File: config.mk
export PLATFORM = sky130hd
export DESIGN_NAME = fetch_pc_unit
export DESIGN_NICKNAME = d
export VERILOG_FILES = /design/src/rtl/cpu_pkg.sv /design/src/rtl/if_id_reg.sv /design/src/rtl/fetch_pc_unit.sv
export SDC_FILE = /design/constraint.sdc
export NUM_CORES = 1
export LEC_CHECK = 0
export CORE_MARGIN = 5
export CORE_UTILIZATION = 50
export DETAILED_ROUTE_END_ITERATION = 6
export GPL_TIMING_DRIVEN = 0
export PLACE_DENSITY = 0.95
export RECOVER_POWER = 100
export SLEW_MARGIN = 20
export SYNTH_ARGS = -nofsm -noshare
export SYNTH_HDL_FRONTEND = slang
export SYNTH_SLANG_ARGS = --single-unit
File: constraint.sdc
create_clock -name clk -period 6.3 [get_ports clk]
set_input_delay 0.63 -clock clk [delete_from_list [all_inputs] [get_ports clk]]
set_output_delay 0.63 -clock clk [all_outputs]
set_load 0.03 [all_outputs]
File: src/rtl/cpu_pkg.sv
// -----------------------------------------------------------------------------
// cpu_pkg
// Shared definitions for the front end of the core:
//   - XLEN / ILEN      : address and instruction widths
//   - RESET_PC_DEF     : default PC loaded by reset
//   - HALT_INSTR_DEF   : default sentinel word that stops fetch
//   - PC_STEP_DEF      : default sequential PC increment
//   - state_e          : fetch state machine encoding (RUN, HALT, FAULT)
//   - is_sentinel()    : helper comparing a fetched word against the sentinel
// -----------------------------------------------------------------------------
package cpu_pkg;

    localparam int XLEN = 64;
    localparam int ILEN = 32;

    localparam logic [XLEN-1:0] RESET_PC_DEF   = 64'h0000_0000_0000_0000;
    localparam logic [ILEN-1:0] HALT_INSTR_DEF = 32'hFFFF_FFFF;
    localparam logic [XLEN-1:0] PC_STEP_DEF    = 64'd4;

    typedef enum logic [1:0] {
        ST_RUN   = 2'd0,
        ST_HALT  = 2'd1,
        ST_FAULT = 2'd2
    } state_e;

    // True when the fetched word matches the halt sentinel.
    function automatic logic is_sentinel(input logic [ILEN-1:0] word,
                                         input logic [ILEN-1:0] sentinel);
        return (word == sentinel);
    endfunction

endpackage : cpu_pkg

File: src/rtl/if_id_reg.sv
// -----------------------------------------------------------------------------
// if_id_reg
// IF/ID pipeline register holding {valid, instruction, pc} for decode.
// Ports:
//   clk       : system clock
//   reset     : synchronous active-high reset (clears all fields)
//   load      : capture instr_in/pc_in and mark the entry valid
//   flush     : invalidate the entry; instr/pc keep their last values
//   instr_in  : instruction word to capture
//   pc_in     : PC of that instruction
//   valid     : entry is live
//   instr     : latched instruction
//   pc        : latched PC
// With neither load nor flush the register holds. Flush wins over load.
// -----------------------------------------------------------------------------
module if_id_reg
    import cpu_pkg::*;
(
    input  logic            clk,
    input  logic            reset,
    input  logic            load,
    input  logic            flush,
    input  logic [ILEN-1:0] instr_in,
    input  logic [XLEN-1:0] pc_in,
    output logic            valid,
    output logic [ILEN-1:0] instr,
    output logic [XLEN-1:0] pc
);

    logic            valid_d, valid_q;
    logic [ILEN-1:0] instr_d, instr_q;
    logic [XLEN-1:0] pc_d,    pc_q;

    // Next-state selection: flush, load or hold.
    always_comb begin
        valid_d = valid_q;
        instr_d = instr_q;
        pc_d    = pc_q;
        if (flush) begin
            // Only the valid bit drops; payload is retained so decode sees stable data.
            valid_d = 1'b0;
        end else if (load) begin
            valid_d = 1'b1;
            instr_d = instr_in;
            pc_d    = pc_in;
        end else begin
            valid_d = valid_q;
        end
    end

    // Register update with synchronous reset.
    always_ff @(posedge clk) begin
        if (reset) begin
            valid_q <= 1'b0;
            instr_q <= 32'h0000_0000;
            pc_q    <= 64'h0000_0000_0000_0000;
        end else begin
            valid_q <= valid_d;
            instr_q <= instr_d;
            pc_q    <= pc_d;
        end
    end

    assign valid = valid_q;
    assign instr = instr_q;
    assign pc    = pc_q;

endmodule : if_id_reg

File: src/rtl/fetch_pc_unit.sv
// -----------------------------------------------------------------------------
// fetch_pc_unit
// PC generation and IF/ID staging directly upstream of instruction_fetch.
// Ports:
//   clk, reset     : clock and synchronous active-high reset
//   stall          : freeze PC and IF/ID
//   branch_taken   : redirect request from execute
//   branch_target  : redirect address
//   instruction    : word fetched combinationally for the current pc
//   inv_addr       : fetch reported an invalid address for the current pc
//   pc             : current PC driven to instruction_fetch
//   if_instr/if_pc/if_valid : IF/ID register contents for decode
//   halted         : HALT state indicator
//   fault          : FAULT state indicator
//   fault_pc       : PC that raised the fault
// RUN priority per edge: branch > stall > inv_addr > halt sentinel > advance.
// HALT and FAULT are terminal until reset; branch and stall are ignored there.
// -----------------------------------------------------------------------------
module fetch_pc_unit
    import cpu_pkg::*;
#(
    parameter logic [XLEN-1:0] RESET_PC   = RESET_PC_DEF,
    parameter logic [ILEN-1:0] HALT_INSTR = HALT_INSTR_DEF,
    parameter logic [XLEN-1:0] PC_STEP    = PC_STEP_DEF
) (
    input  logic            clk,
    input  logic            reset,
    input  logic            stall,
    input  logic            branch_taken,
    input  logic [XLEN-1:0] branch_target,
    input  logic [ILEN-1:0] instruction,
    input  logic            inv_addr,
    output logic [XLEN-1:0] pc,
    output logic [ILEN-1:0] if_instr,
    output logic [XLEN-1:0] if_pc,
    output logic            if_valid,
    output logic            halted,
    output logic            fault,
    output logic [XLEN-1:0] fault_pc
);

    state_e          state_d,    state_q;
    logic [XLEN-1:0] pc_d,       pc_q;
    logic            halted_d,   halted_q;
    logic            fault_d,    fault_q;
    logic [XLEN-1:0] fault_pc_d, fault_pc_q;
    logic            ifid_load_s;
    logic            ifid_flush_s;

    // Next-state, next-PC and IF/ID control decode.
    always_comb begin
        state_d      = state_q;
        pc_d         = pc_q;
        halted_d     = halted_q;
        fault_d      = fault_q;
        fault_pc_d   = fault_pc_q;
        ifid_load_s  = 1'b0;
        ifid_flush_s = 1'b0;
        case (state_q)
            ST_RUN: begin
                if (branch_taken) begin
                    // Redirect beats everything, including a fault or sentinel on
                    // the wrong-path word. A misaligned target faults next cycle.
                    pc_d         = branch_target;
                    ifid_flush_s = 1'b1;
                end else if (stall) begin
                    pc_d = pc_q;
                end else if (inv_addr) begin
                    // Checked before the sentinel so an X word is never examined or captured.
                    state_d      = ST_FAULT;
                    fault_d      = 1'b1;
                    fault_pc_d   = pc_q;
                    ifid_flush_s = 1'b1;
                end else if (is_sentinel(instruction, HALT_INSTR)) begin
                    state_d      = ST_HALT;
                    halted_d     = 1'b1;
                    ifid_flush_s = 1'b1;
                end else begin
                    // Modulo 2^64: the wrap to zero is intentional and silent.
                    pc_d        = pc_q + PC_STEP;
                    ifid_load_s = 1'b1;
                end
            end
            ST_HALT, ST_FAULT: begin
                // Terminal: keep the IF/ID entry dead, everything else frozen.
                ifid_flush_s = 1'b1;
            end
            default: begin
                // Unreachable encoding: park in FAULT so the core stops safely.
                state_d      = ST_FAULT;
                fault_d      = 1'b1;
                fault_pc_d   = pc_q;
                ifid_flush_s = 1'b1;
            end
        endcase
    end

    // State machine and architectural PC registers.
    always_ff @(posedge clk) begin
        if (reset) begin
            state_q    <= ST_RUN;
            pc_q       <= RESET_PC;
            halted_q   <= 1'b0;
            fault_q    <= 1'b0;
            fault_pc_q <= 64'h0000_0000_0000_0000;
        end else begin
            state_q    <= state_d;
            pc_q       <= pc_d;
            halted_q   <= halted_d;
            fault_q    <= fault_d;
            fault_pc_q <= fault_pc_d;
        end
    end

    if_id_reg u_if_id_reg (
        .clk      (clk),
        .reset    (reset),
        .load     (ifid_load_s),
        .flush    (ifid_flush_s),
        .instr_in (instruction),
        .pc_in    (pc_q),
        .valid    (if_valid),
        .instr    (if_instr),
        .pc       (if_pc)
    );

    assign pc       = pc_q;
    assign halted   = halted_q;
    assign fault    = fault_q;
    assign fault_pc = fault_pc_q;

endmodule : fetch_pc_unit
# Yosys cells after proc, flatten, opt, wreduce, memory -nomap -nowiden
# Index checks and enable logic that the tools add are counted.
# Widths: inputs -> output; s select.
dict set report totals {
  register_bits 229
  out_inout_bits 227
}
dict set report op_classes {
  n_addsub 1
  n_mux 27
  n_eq_ne 10
  reduce_logical 8
  n_bitwise 5
}
# op count
set ops {}
lappend ops {{$mux 64} 7}
lappend ops {{$pmux 64 s2} 1}
lappend ops {{$add 64x3->64 const B} 1}
lappend ops {{$eq 32x32->1 const B} 1}
lappend ops {{$mux 1} 13}
lappend ops {{$reduce_and 4->1} 3}
lappend ops {{$ne 2x2->1 const B} 5}
lappend ops {{$mux 2} 4}
lappend ops {{$not 1->1} 5}
lappend ops {{$reduce_and 5->1} 1}
lappend ops {{$pmux 2 s2} 1}
lappend ops {{$reduce_or 2->1} 2}
lappend ops {{$ne 3x3->1 const B} 1}
lappend ops {{$eq 2x1->1 const B} 1}
lappend ops {{$eq 2x2->1 const B} 1}
lappend ops {{$logic_not 2->1} 1}
lappend ops {{$ne 2x1->1 const B} 1}
lappend ops {{$pmux 1 s2} 1}
lappend ops {{$reduce_and 2->1} 1}

# Longest topological paths before layout
# Gate-level depths: netlist of run 1.
dict set report logic_depth {
  depth_word 8
  depth_mapped 10
  ltp_nobuf 7
}

# Hierarchy
# From an unflattened synthesis of run 1, not the netlist that was laid out.
dict set report unflattened {
  cells_unflattened 1366
  hier_area_um2 11209.5
}
# module cells_each instances seq_area_each_um2 area_each_um2
set modules_own_cells {}
lappend modules_own_cells {fetch_pc_unit 927 1 2642.5 6860.3}
lappend modules_own_cells {if_id_reg 439 1 1941.9 4349.2}

# Worst setup path before layout of run 1
# OpenSTA, ideal clock, no wires.
dict set report synth_path {
  kind {register -> register}
  from {register pc_q[2], in the netlist pc[2]}
  to {register pc_q[62], in the netlist pc[62]}
  setup_slack_ns 3.931
  path_stages_with_launch 9
  required_time_ns 6.208
  setup_time_ns 0.092
  t_arrival_ns 2.277
  path_cell_list {dfxtp_1 > ha_1 > nand3_4 > nor4_4 > buf_6 > nand4_4 > or3_1 > o31a_1 > o32ai_1}
}
dict set report synth_via {
  elab_chain_len 5
}
# element line
set synth_rtl {}
lappend synth_rtl {{start, declared} fetch_pc_unit.sv:43} ;# logic [XLEN-1:0] pc_d, pc_q;
lappend synth_rtl {{start signal, assigned} fetch_pc_unit.sv:108} ;# pc_q <= pc_d;
lappend synth_rtl {{$add 64x3->64} fetch_pc_unit.sv:80} ;# pc_d = pc_q + PC_STEP;
lappend synth_rtl {{$mux 64} fetch_pc_unit.sv:74} ;# end else if (is_sentinel(instruction, HALT_INSTR)) begin
lappend synth_rtl {{$mux 64} fetch_pc_unit.sv:68} ;# end else if (inv_addr) begin
lappend synth_rtl {{$mux 64} fetch_pc_unit.sv:66} ;# end else if (stall) begin
lappend synth_rtl {{$mux 64} fetch_pc_unit.sv:61} ;# if (branch_taken) begin
# Every way passes these cells. The select of a mux whose other input is x is not followed.
# A chain may end at the register's enable or synchronous reset.

# Final worst setup path of run 1
dict set report layout_path {
  from {input instruction[14]}
  to {register pc_q[63], in the netlist pc[63]}
}
dict set report layout_via {
  elab_chain_len 3
}
# element line
set layout_rtl {}
lappend layout_rtl {{start, declared} fetch_pc_unit.sv:31} ;# input logic [ILEN-1:0] instruction,
lappend layout_rtl {{$eq 32x32->1} cpu_pkg.sv:29} ;# return (word == sentinel);
lappend layout_rtl {{$ne 2x2->1 (no line)} -}
lappend layout_rtl {{$reduce_and 4->1 (no line)} -}
# Every way passes these cells.

==> out/results.ini, run 1 <==
[cells_and_area]
areaGrowthSynthToFinish_pct = 43.7
fin_nets = 1827
post_route_cells_drive_above_1_share = 0.0488
fillers = 1542
fin_util = 0.727

[logic_synthesis]
yosys_warns = 0
synth_cell_types = 63
synth_largest_type_area_fraction = 0.449
synth_compound_gate_area_share = 0.215
syn_avg_cell_area_um2 = 7.43
synth_fa_ha_area_frac = 0.00245
post_synth_mux_area_share = 0.00196
most_instantiated_library_cell_after_synthesis = sky130_fd_sc_hd__nand2_1
synth_simple_gate_area_share = 0.279
synth_commonest_cells = sky130_fd_sc_hd__nand2_1 (429), sky130_fd_sc_hd__dfxtp_1 (229), sky130_fd_sc_hd__a21oi_1 (219)
combinational_family_with_the_most_area_after_synthesis = simple AND/OR/NAND/NOR gates
synthDominantAreaCellType = sky130_fd_sc_hd__dfxtp_1
syn-cell-area_mm2 = 0.0102
synth_top_cells_by_area = sky130_fd_sc_hd__dfxtp_1 (45%), sky130_fd_sc_hd__nand2_1 (16%), sky130_fd_sc_hd__a21oi_1 (11%)
number_of_instances_in_the_synthesized_netlist = 1372
synth-xor-area-share = 0
yosys_register_bits = 229
synth.net_count = 1475
post_synthesis_sequential_area_ratio = 0.449
synth_edf_count = 0
async_flop_share = 0
ys.flop_type = sky130_fd_sc_hd__dfxtp_1

[grt]
grt_pass1_vias = 11971
largest_net_degree_at_the_start_of_global_routing = 14
grt_overflow = 0
gr-usage-all-layers = 0.359
number_of_antenna_violations_at_the_first_check_in_global_routing = 1
grt_first_pass_wirelength_mm = 67.8

[floorplan]
die_width_um = 153
number_of_standard_cell_rows_in_the_floorplan = 52
die_h_um = 153
die_footprint_mm2 = 0.0234
core_area_mm2 = 0.0202
start_util = 0.506
ioPinCount = 328

[clocking]
cts_hold_repair.buffers = 0
worst_setup_hold_path_clk_slew_ns = 0.06
clockRootBuffer = sky130_fd_sc_hd__clkbuf_16
post_cts_resize_count = 0
cts_buffer_depth = 3
tritoncts = built
cts_setup_buffers = 0
worst_skew_pair.late_latency_ns = 0.54
cts_num_sinks = 229
cts_made_buffers = 24
htreeDepth = 1

[drt]
route.detailed.wl_per_inst_um = 22.2
route.vias.total = 12277
drt-initial-drc-count = 1602
drc = 0
drt-total-wl_mm = 44.8
vias_per_cell = 6.10
remaining_antenna_violation_count = 0
drt-pass1-iter-count = 6

[pwr]
peak_ir_drop_on_the_vdd_network_mv = 0.244
power_per_cell_area_mw_per_mm2 = 259
power_w = 0.00380
power.static_leakage_nw = 5.58

[placement]
hpwl_mm = 32.7
dp_worst_setup_slack_ns = 2.65
portBuffers = 326
gp_congestion = 1.01

[sta]
final-max-slew-violation-count = 0
period_minus_slack_ns = 3.94
grt_setup_unrepaired = no
setup_viol_count_final = 0
fin_ws_ns = 2.36
max_clock_freq_mhz = 254
totalNegativeSetupSlack_ns = 0
post-route-period-util = 0.625
timing_hold_violations_final = 0
hold-worst-slack_ns = 0.450
clock-skew-final_ns = 0.0185
worst_slew_margin_rel = 0.329
tightestPinTransition_ns = 1.01

[worst_setup_path]
worst-endpoint-arrival_ns = 4.39
timing.critical_path.fanout_max = 10
r2r_start = state_q[0]$_SDFFE_PP0P_
worstSetupEndpointType = flop
worst_setup_path_start_kind = primary input
worst-endpoint-required_ns = 6.75
worst-setup-path-type = in2reg
timing.critical_path.from = instruction[14]

[worst_hold_path]
worst_hold_startpoint = u_if_id_reg.instr[28]$_SDFFE_PP0P_
min-delay-path-class = reg2reg

[run]
maxCapViolCount = 0

[outcome]
outcome = finished clean

[worst paths after layout]
path / cells after the start / slack (ns) / to
worst max-delay path: 9 / 2.36 / pc[63]$_SDFFE_PP0P_
worst min-delay path: 2 / 0.45 / u_if_id_reg.instr[28]$_SDFFE_PP0P_
worst max register to register: 9 / 3.03 / pc[63]$_SDFFE_PP0P_
worst min register to register: 2 / 0.45 / u_if_id_reg.instr[28]$_SDFFE_PP0P_
[routing by layer]
layer,up-vias,part of all wire,GRT usage
li1,5473,-,-
met1,5688,0.36,0.435
met3,189,0.12,0.100
met5,-,0,0
met4,0,0.057,0.174
met2,927,0.46,0.590
[cell type report]
cell class	instances	area, um2	share of cell area
Tap cell	270	338	0.0230
Inverter	14	52.6	0.00358
Multi-Input combinational cell	1012	5090	0.347
Buffer	117	468	0.0319
Sequential cell	229	4580	0.313
Clock inverter	7	150	0.0102
Timing Repair Buffer	326	3260	0.223
Antenna cell	1	2.50	0.000171
Clock buffer	37	709	0.0484
[cells in the final DEF, fill, tap and decap left out, drive strengths merged, types with 8 or more instances in the layout]
cell           count
nand2            430
dfxtp            229
dlygate4sd3      229
a21oi            219
clkbuf           136
clkdlybuf4s50     97
nor2              57
o21ai             44
nand4             39
nand3             34
nor3              22
o31ai             18
buf               18
a31oi             16
inv               13
nor4              13
and3              11
a211oi            10
o32ai              9
o41ai              8
[sequential cells by signal, indices dropped and copies added (netlist names)]
name	cells
fault	1
fault_pc	64
halted	1
pc	64
state_q	2
u_if_id_reg.instr	32
u_if_id_reg.pc	64
u_if_id_reg.valid	1
[power breakdown]
group	internal, W	switching (W)
Combinational	0.000221	0.000447
Sequential	0.00151	0.0000719
Clock	0.000941	0.000608
Total	0.00267	0.00113
[kinds of logic after synthesis]
| group | Yosys count |
|---|---|
| AOI/OAI and AO/OA | 372 |
| adders and majority gates | 2 |
| buffers and inverters | 131 |
| DFF | 229 |
| muxes | 2 |
| and+or+nand+nor | 636 |
[worst max-delay path, cell delays in order]
cell	delay (ns)
sky130_fd_sc_hd__dlygate4sd3_1	0.62
sky130_fd_sc_hd__nand4_1	0.12
sky130_fd_sc_hd__nor4_1	0.48
sky130_fd_sc_hd__nand3_1	0.32
sky130_fd_sc_hd__a21oi_1	0.55
sky130_fd_sc_hd__clkbuf_1	0.56
sky130_fd_sc_hd__clkbuf_1	0.75
sky130_fd_sc_hd__a2bb2oi_1	0.15
sky130_fd_sc_hd__nor3_1	0.22
[metrics by stage]
stage / instances / area (um2)
floorplan: 1372 / 10200
global placement: 1968 / 13800
detailed placement: 1968 / 13800
CTS: 2012 / 14700
global route: 2013 / 14700
finish: 2013 / 14700
(Power assumes the default switching activity.)
==> inputs of run 2 (changes only) <==
--- a/config.mk
+++ b/config.mk
@@ -6,10 +6,10 @@
 export NUM_CORES = 1
 export LEC_CHECK = 0
 export CORE_MARGIN = 5
-export CORE_UTILIZATION = 50
+export CORE_UTILIZATION = 42
 export DETAILED_ROUTE_END_ITERATION = 6
 export GPL_TIMING_DRIVEN = 0
-export PLACE_DENSITY = 0.95
+export PLACE_DENSITY = 0.86
 export RECOVER_POWER = 100
 export SLEW_MARGIN = 20
 export SYNTH_ARGS = -nofsm -noshare
==> constraint.sdc (replaced) <==
create_clock -name clk -period 3.4 [get_ports clk]
set_input_delay 0.34 -clock clk [delete_from_list [all_inputs] [get_ports clk]]
set_output_delay 0.34 -clock clk [all_outputs]
set_load 0.03 [all_outputs]
==> out/results.ini, run 2 (same netlist as run 1, synthesis figures left out) <==
[sta]
post-route-period-util = 0.935
max_clock_freq_mhz = 315
tightestPinTransition_ns = 1.19  ; +0.180 ns
setup_viol_count_final = 0  ; unchanged
grt_setup_unrepaired = no
worst_slew_margin_rel = 0.209  ; -0.120
totalNegativeSetupSlack_ns = 0  ; unchanged
clock-skew-final_ns = 0.0217  ; +0.00319 ns
final-max-slew-violation-count = 0  ; unchanged
period_minus_slack_ns = 3.18
timing_hold_violations_final = 0  ; unchanged

[clocking]
cts_hold_repair.buffers = 0  ; unchanged
cts_made_buffers = 25  ; +4.2%
worst_setup_hold_path_clk_slew_ns = 0.06  ; about the same
htreeDepth = 1  ; unchanged
cts_num_sinks = 229  ; unchanged
worst_skew_pair.late_latency_ns = 0.54  ; about the same
post_cts_resize_count = 0  ; unchanged
cts_buffer_depth = 3  ; unchanged
tritoncts = built
clockRootBuffer = sky130_fd_sc_hd__clkbuf_16
cts_setup_buffers = 0  ; unchanged

[worst_setup_path]
worstSetupEndpointType = flop
timing.critical_path.from = instruction[9]
timing.critical_path.cells = dlygate4sd3_1 -> nand4_1 -> nor4_1 -> nand3_1 -> a21oi_1 -> clkbuf_1 -> clkbuf_2 -> a21oi_1 -> o21ai_0
worst-endpoint-required_ns = 3.84  ; -2.91 ns
critical_path.most_common_cell = sky130_fd_sc_hd__a21oi_1
critical-path-max-stage-delay_ns = 0.58  ; -0.17 ns
rr_worst_depth = 9  ; unchanged
timing.critical_path.fanout_max = 10  ; unchanged
worst-setup-path-type = in2reg
worst_path_max_delay_cell = sky130_fd_sc_hd__dlygate4sd3_1
worst_setup_path_start_kind = primary input
worst-endpoint-arrival_ns = 3.62  ; -0.77 ns
r2r_start = state_q[0]$_SDFFE_PP0P_
r2r_setup_slack_ns = 0.32  ; -2.71 ns

[floorplan]
die_h_um = 166  ; +8.5%
core_area_mm2 = 0.0241  ; +20%
number_of_standard_cell_rows_in_the_floorplan = 57  ; +9.6%
die_width_um = 166  ; +8.5%
ioPinCount = 328  ; unchanged
start_util = 0.423  ; -0.0826
die_footprint_mm2 = 0.0275  ; +18%

[cells_and_area]
mostFrequentLayoutCells = sky130_fd_sc_hd__nand2_1 (430), sky130_fd_sc_hd__dfxtp_1 (229), sky130_fd_sc_hd__dlygate4sd3_1 (229), sky130_fd_sc_hd__a21oi_1 (219), sky130_fd_sc_hd__clkbuf_1 (102)
layout_commonest_cell = sky130_fd_sc_hd__nand2_1
fin_nets = 1828  ; +0.055%
layout.cell_area.non_filler_mm2 = 0.0146  ; -0.16%
areaGrowthSynthToFinish_pct = 43.5
post_route_cells_drive_above_1_share = 0.0476  ; -0.00115

[worst_hold_path]
min_delay_path_depth = 3  ; +1
worst_hold_startpoint = branch_target[1]
min-delay-path-class = in2reg

[drt]
drt-initial-drc-count = 1481  ; -7.6%
drt-pass1-iter-count = 7  ; +1
drc = 0  ; unchanged
vias_per_cell = 5.83  ; -4.3%
route.detailed.wl_per_inst_um = 21.6  ; -2.9%
route.vias.total = 12071  ; -1.7%
drt-total-wl_mm = 44.7  ; -0.15%
remaining_antenna_violation_count = 0  ; unchanged

[placement]
gp_congestion = 0.971  ; -3.6%
hpwl_mm = 32.8  ; +0.14%
placedInstanceArea_mm2 = 0.0139  ; +0.54%
portBuffers = 326  ; unchanged

[pwr]
power.static_leakage_nw = 5.55  ; -0.54%
peak_ir_drop_on_the_vdd_network_mv = 0.343  ; +41%
internal_power_w = 0.00472  ; +77%
fraction_of_power_consumed_by_sequential_logic = 0.431  ; +0.015
netSwitchingFraction = 0.306  ; +0.00933
power.share.combinational = 0.180  ; +0.004
p_sw_w = 0.00208  ; +85%
power_per_cell_area_mw_per_mm2 = 465  ; +79%
power.share.clock = 0.390  ; -0.018

[grt]
grt_first_pass_wirelength_mm = 67.0  ; -1.2%
grt_overflow = 0  ; unchanged
number_of_antenna_violations_at_the_first_check_in_global_routing = 4  ; +3
grt_pass1_vias = 11340  ; -5.3%
largest_net_degree_at_the_start_of_global_routing = 13  ; -1
gr-usage-all-layers = 0.303  ; -0.0560

[run]
maxCapViolCount = 0  ; unchanged

[outcome]
outcome = finished clean

## run 2: cell count changes in the layout (fill, tap and decap cells not counted), sizes merged
cell	change
clkinv	+2
buf	-1
diode	+2
bufinv	-3
clkbuf	+1
inv	+1
## run 2: per-stage QoR
step	util	hold WS, ns	setup WS, ns	total power [W]	instances
finish	0.607	0.356	0.221	0.00680	2069
global route	0.607	0.366	0.0680	0.00701	2069
CTS	0.608	0.342	0.441	0.00682	2066
detailed placement	0.576	0.447	0.127	0.00422	2022
global placement	0.575	0.441	0.185	0.00420	2022
floorplan	-	0.446	1.03	0.00361	1372
## run 2: area by class of cell
type	count	area, um2
Antenna cell	3	7.51
Buffer	117	470
Clock buffer	37	711
Clock inverter	7	63.8
Fill cell	2224	9470
Inverter	14	52.6
Multi-Input combinational cell	1012	5080
Sequential cell	229	4580
Tap cell	324	405
Timing Repair Buffer	326	3260
## run 2: final timing paths
| kind | to |
|---|---|
| worst min register to register | u_if_id_reg.pc[52]$_SDFFE_PP0P_ |
| worst max register to register | pc[52]$_SDFFE_PP0P_ |
| worst max-delay path | pc[30]$_SDFFE_PP0P_ |
| worst min-delay path | pc[1]$_SDFFE_PP0P_ |
## run 2: layer usage
layer	GRT usage	vias to the layer above	wire (um)
li1	-	5491	-
met1	0.373	5630	16900
met2	0.508	777	20500
met3	0.0855	171	5120
met4	0.112	2	2130
met5	0	-	13
## run 2: critical path: cells and delay by family
kind / cells / cell delay, ns
AO/OA/AOI/OAI: 3 / 0.79
AND/OR/NAND/NOR: 3 / 0.92
buffers and inverters: 3 / 1.55
## run 2: power by group through the flow
stage	registers, W	clock network (W)	logic, W
finish	0.00293	0.00265	0.00122
global route	0.00294	0.00279	0.00128
CTS	0.00293	0.00265	0.00124
detailed placement	0.00299	0	0.00123
global placement	0.00298	0	0.00122
floorplan	0.00316	0	0.000447
==> inputs of run 3 (changes only) <==
--- a/config.mk
+++ b/config.mk
@@ -6,12 +6,12 @@
 export NUM_CORES = 1
 export LEC_CHECK = 0
 export CORE_MARGIN = 5
-export CORE_UTILIZATION = 42
+export CORE_UTILIZATION = 43
 export DETAILED_ROUTE_END_ITERATION = 6
 export GPL_TIMING_DRIVEN = 0
 export PLACE_DENSITY = 0.86
 export RECOVER_POWER = 100
-export SLEW_MARGIN = 20
 export SYNTH_ARGS = -nofsm -noshare
 export SYNTH_HDL_FRONTEND = slang
+export SYNTH_HIERARCHICAL = 1
 export SYNTH_SLANG_ARGS = --single-unit
==> out/results.ini, run 3 <==
[worst_hold_path]
min_delay_path_depth = 3  ; unchanged
min-delay-path-class = in2reg

[sta]
hold-worst-slack_ns = 0.401  ; +0.0444 ns
tightestPinTransition_ns = 1.08  ; -0.106 ns
period_minus_slack_ns = 3.35  ; +0.166 ns
setup_viol_count_final = 0  ; unchanged
max_clock_freq_mhz = 299  ; -5.0%
worst_slew_margin_rel = 0.280  ; +0.0706
grt_setup_unrepaired = no
clock-skew-final_ns = 0.0181  ; -0.00362 ns
final-max-slew-violation-count = 0  ; unchanged
post-route-period-util = 0.984  ; +0.0490
timing_hold_violations_final = 0  ; unchanged

[grt]
largest_net_degree_at_the_start_of_global_routing = 13  ; unchanged
grt_first_pass_wirelength_mm = 71.8  ; +7.3%
global_route_track_usage_on_met1 = 0.400  ; +0.0270
gr-usage-all-layers = 0.313  ; +0.00978
top_usage_layer = met2
number_of_antenna_violations_at_the_first_check_in_global_routing = 1  ; -3
globalRouteMet3Util = 0.0821  ; -0.00341
grt_pass1_vias = 11925  ; +5.2%
met2_usage = 0.503  ; -0.00509
grt_overflow = 0  ; unchanged

[placement]
gp_congestion = 0.987  ; +1.6%
hpwl_mm = 35.8  ; +9.2%
portBuffers = 326  ; unchanged

[worst_setup_path]
timing.critical_path.fanout_max = 10  ; unchanged
worst-endpoint-required_ns = 3.83  ; about the same
worst_setup_path_start_kind = primary input
worstSetupEndpointType = flop
worst-endpoint-arrival_ns = 3.78  ; +0.16 ns
worst-setup-path-type = in2reg
rr_worst_depth = 7  ; -2

[logic_synthesis]
synth_edf_count = 0  ; unchanged
number_of_instances_in_the_synthesized_netlist = 1366  ; -0.44%
syn-cell-area_mm2 = 0.0112  ; +9.9%
synth.net_count = 1469  ; -0.41%
yosys_warns = 6  ; +6
post_synthesis_sequential_area_ratio = 0.409  ; -0.0405
yosys_register_bits = 229  ; unchanged
synth_top_cells_by_area = sky130_fd_sc_hd__dfxtp_1 (41%), sky130_fd_sc_hd__nand4bb_1 (9.6%), sky130_fd_sc_hd__nand2_1 (7.2%)
async_flop_share = 0  ; unchanged
ys.flop_type = sky130_fd_sc_hd__dfxtp_1
synth_largest_type_area_fraction = 0.409  ; -0.0405
synth_cell_types = 72  ; +14%
most_instantiated_library_cell_after_synthesis = sky130_fd_sc_hd__dfxtp_1
syn_avg_cell_area_um2 = 8.21  ; +10%
synth_commonest_cells = sky130_fd_sc_hd__dfxtp_1 (229), sky130_fd_sc_hd__nand2_1 (216), sky130_fd_sc_hd__a21oi_1 (119)
synthDominantAreaCellType = sky130_fd_sc_hd__dfxtp_1

[cells_and_area]
fillers = 2278  ; +2.4%
mostFrequentLayoutCells = sky130_fd_sc_hd__dfxtp_1 (229), sky130_fd_sc_hd__dlygate4sd3_1 (229), sky130_fd_sc_hd__nand2_1 (216), sky130_fd_sc_hd__o21ai_0 (141), sky130_fd_sc_hd__a21oi_1 (119)
post_route_cells_drive_above_1_share = 0.0444  ; -0.00327
fin_nets = 1825  ; -0.16%
multi_input_area_mm2 = 0.00597  ; +17%
areaGrowthSynthToFinish_pct = 39.3
register_area_mm2 = 0.00458  ; unchanged
fin_util = 0.604  ; -0.00297

[drt]
drt-initial-drc-count = 1554  ; +4.9%
drc = 0  ; unchanged
drt-pass1-iter-count = 6  ; -1
route.vias.total = 12571  ; +4.1%
remaining_antenna_violation_count = 0  ; unchanged
drt-total-wl_mm = 48.7  ; +8.9%
route.detailed.wl_per_inst_um = 23.5  ; +8.7%
vias_per_cell = 6.07  ; +4.0%

[floorplan]
number_of_standard_cell_rows_in_the_floorplan = 59  ; +3.5%
die_footprint_mm2 = 0.0294  ; +6.9%
ioPinCount = 328  ; unchanged
die_h_um = 171  ; +3.4%
core_area_mm2 = 0.0258  ; +7.2%
die_width_um = 171  ; +3.4%
start_util = 0.434  ; +0.0107

[clocking]
cts_buffer_depth = 3  ; unchanged
worst_setup_hold_path_clk_slew_ns = 0.07  ; about the same
tritoncts = built
htreeDepth = 1  ; unchanged
clockRootBuffer = sky130_fd_sc_hd__clkbuf_16
worst_skew_pair.late_latency_ns = 0.54  ; about the same
cts_num_sinks = 229  ; unchanged
cts_made_buffers = 25  ; unchanged
cts_hold_repair.buffers = 0  ; unchanged

[pwr]
peak_ir_drop_on_the_vdd_network_mv = 0.295  ; -14%
power.static_leakage_nw = 5.77  ; +3.9%
power_per_cell_area_mw_per_mm2 = 434  ; -6.6%

[outcome]
outcome = finished clean

[run]
maxCapViolCount = 0  ; unchanged

## run 3: cells by family after synthesis
group                    count (synthesis)  synth area share
buffers and inverters                  140            0.0566
flip-flops                             229             0.409
AND/OR/NAND/NOR                        620             0.334
adder cells (fa/ha/maj)                  2           0.00223
multiplexers                             5           0.00458
XOR/XNOR                                 1          0.000781
AO/OA/AOI/OAI                          369             0.193
## run 3: cell type report
| type | count | area share |
|---|---|---|
| Antenna cell | 2 | 0.000321 |
| Tap cell | 335 | 0.0268 |
| Buffer | 128 | 0.0367 |
| Clock inverter | 4 | 0.00313 |
| Timing Repair Buffer | 329 | 0.210 |
| Inverter | 12 | 0.00289 |
| Multi-Input combinational cell | 997 | 0.382 |
| Sequential cell | 229 | 0.294 |
| Clock buffer | 36 | 0.0440 |
## run 3: worst max-delay path, cell delays in order
cell and delay (ns):
sky130_fd_sc_hd__dlygate4sd3_1 0.58, sky130_fd_sc_hd__nand4_1 0.10, sky130_fd_sc_hd__nor4_1 0.63, sky130_fd_sc_hd__a21oi_1 0.33, sky130_fd_sc_hd__nor2_1 0.22, sky130_fd_sc_hd__clkbuf_1 0.62, sky130_fd_sc_hd__clkbuf_1 0.54, sky130_fd_sc_hd__o21ai_0 0.18
sky130_fd_sc_hd__a21oi_1 0.23
## run 3: worst paths after layout
check / start / to / slack [ns]
setup / recovery: instruction[6] / pc[57]$_SDFFE_PP0P_ / 0.05
hold / removal: branch_target[24] / pc[24]$_SDFFE_PP0P_ / 0.40
setup reg to reg: pc[3]$_SDFFE_PP0P_ / pc[56]$_SDFFE_PP0P_ / 0.13
hold reg to reg: fault_pc[3]$_SDFFE_PP0P_ / fault_pc[3]$_SDFFE_PP0P_ / 0.45
## run 3: where the power goes
group / switching, W / internal (W) / leakage (nW) / total (W)
Sequential: 0.000154 / 0.00278 / 1.86 / 0.00294
Clock: 0.00111 / 0.00146 / 0.360 / 0.00257
Combinational: 0.000803 / 0.000471 / 3.55 / 0.00127
Total: 0.00206 / 0.00472 / 5.77 / 0.00678
## run 3: timing repair
action                                  CTS  global route
endpoints found under the setup margin    1            30
buffers inserted                          0             2
pin swaps                                 0             1
cloned                                    0             0
gates resized for setup                   1             1
hold endpoints to repair                  0             0
## run 3: metrics by stage
stage / std cells / total power [W] / setup TNS, ns / setup WS (ns) / instance area (um2)
6_report: 2072 / 0.00678 / 0 / 0.0549 / 15600
5_1_grt: 2071 / 0.00697 / 0 / 0.0463 / 15600
4_1_cts: 2068 / 0.00681 / 0 / 0.0992 / 15600
3_5_place_dp: 2028 / 0.00428 / -23.72 / -0.391 / 14900
3_3_place_gp: 2027 / 0.00426 / -74.99 / -0.865 / 14900
2_1_floorplan: 1366 / 0.00365 / 0 / 0.740 / 11200
## run 3: layer usage
| layer | vias to the layer above | routed length [um] |
|---|---|---|
| met2 | 774 | 22100 |
| met5 | - | 0 |
| met1 | 6007 | 18800 |
| li1 | 5653 | - |
| met3 | 137 | 5590 |
| met4 | 0 | 2170 |
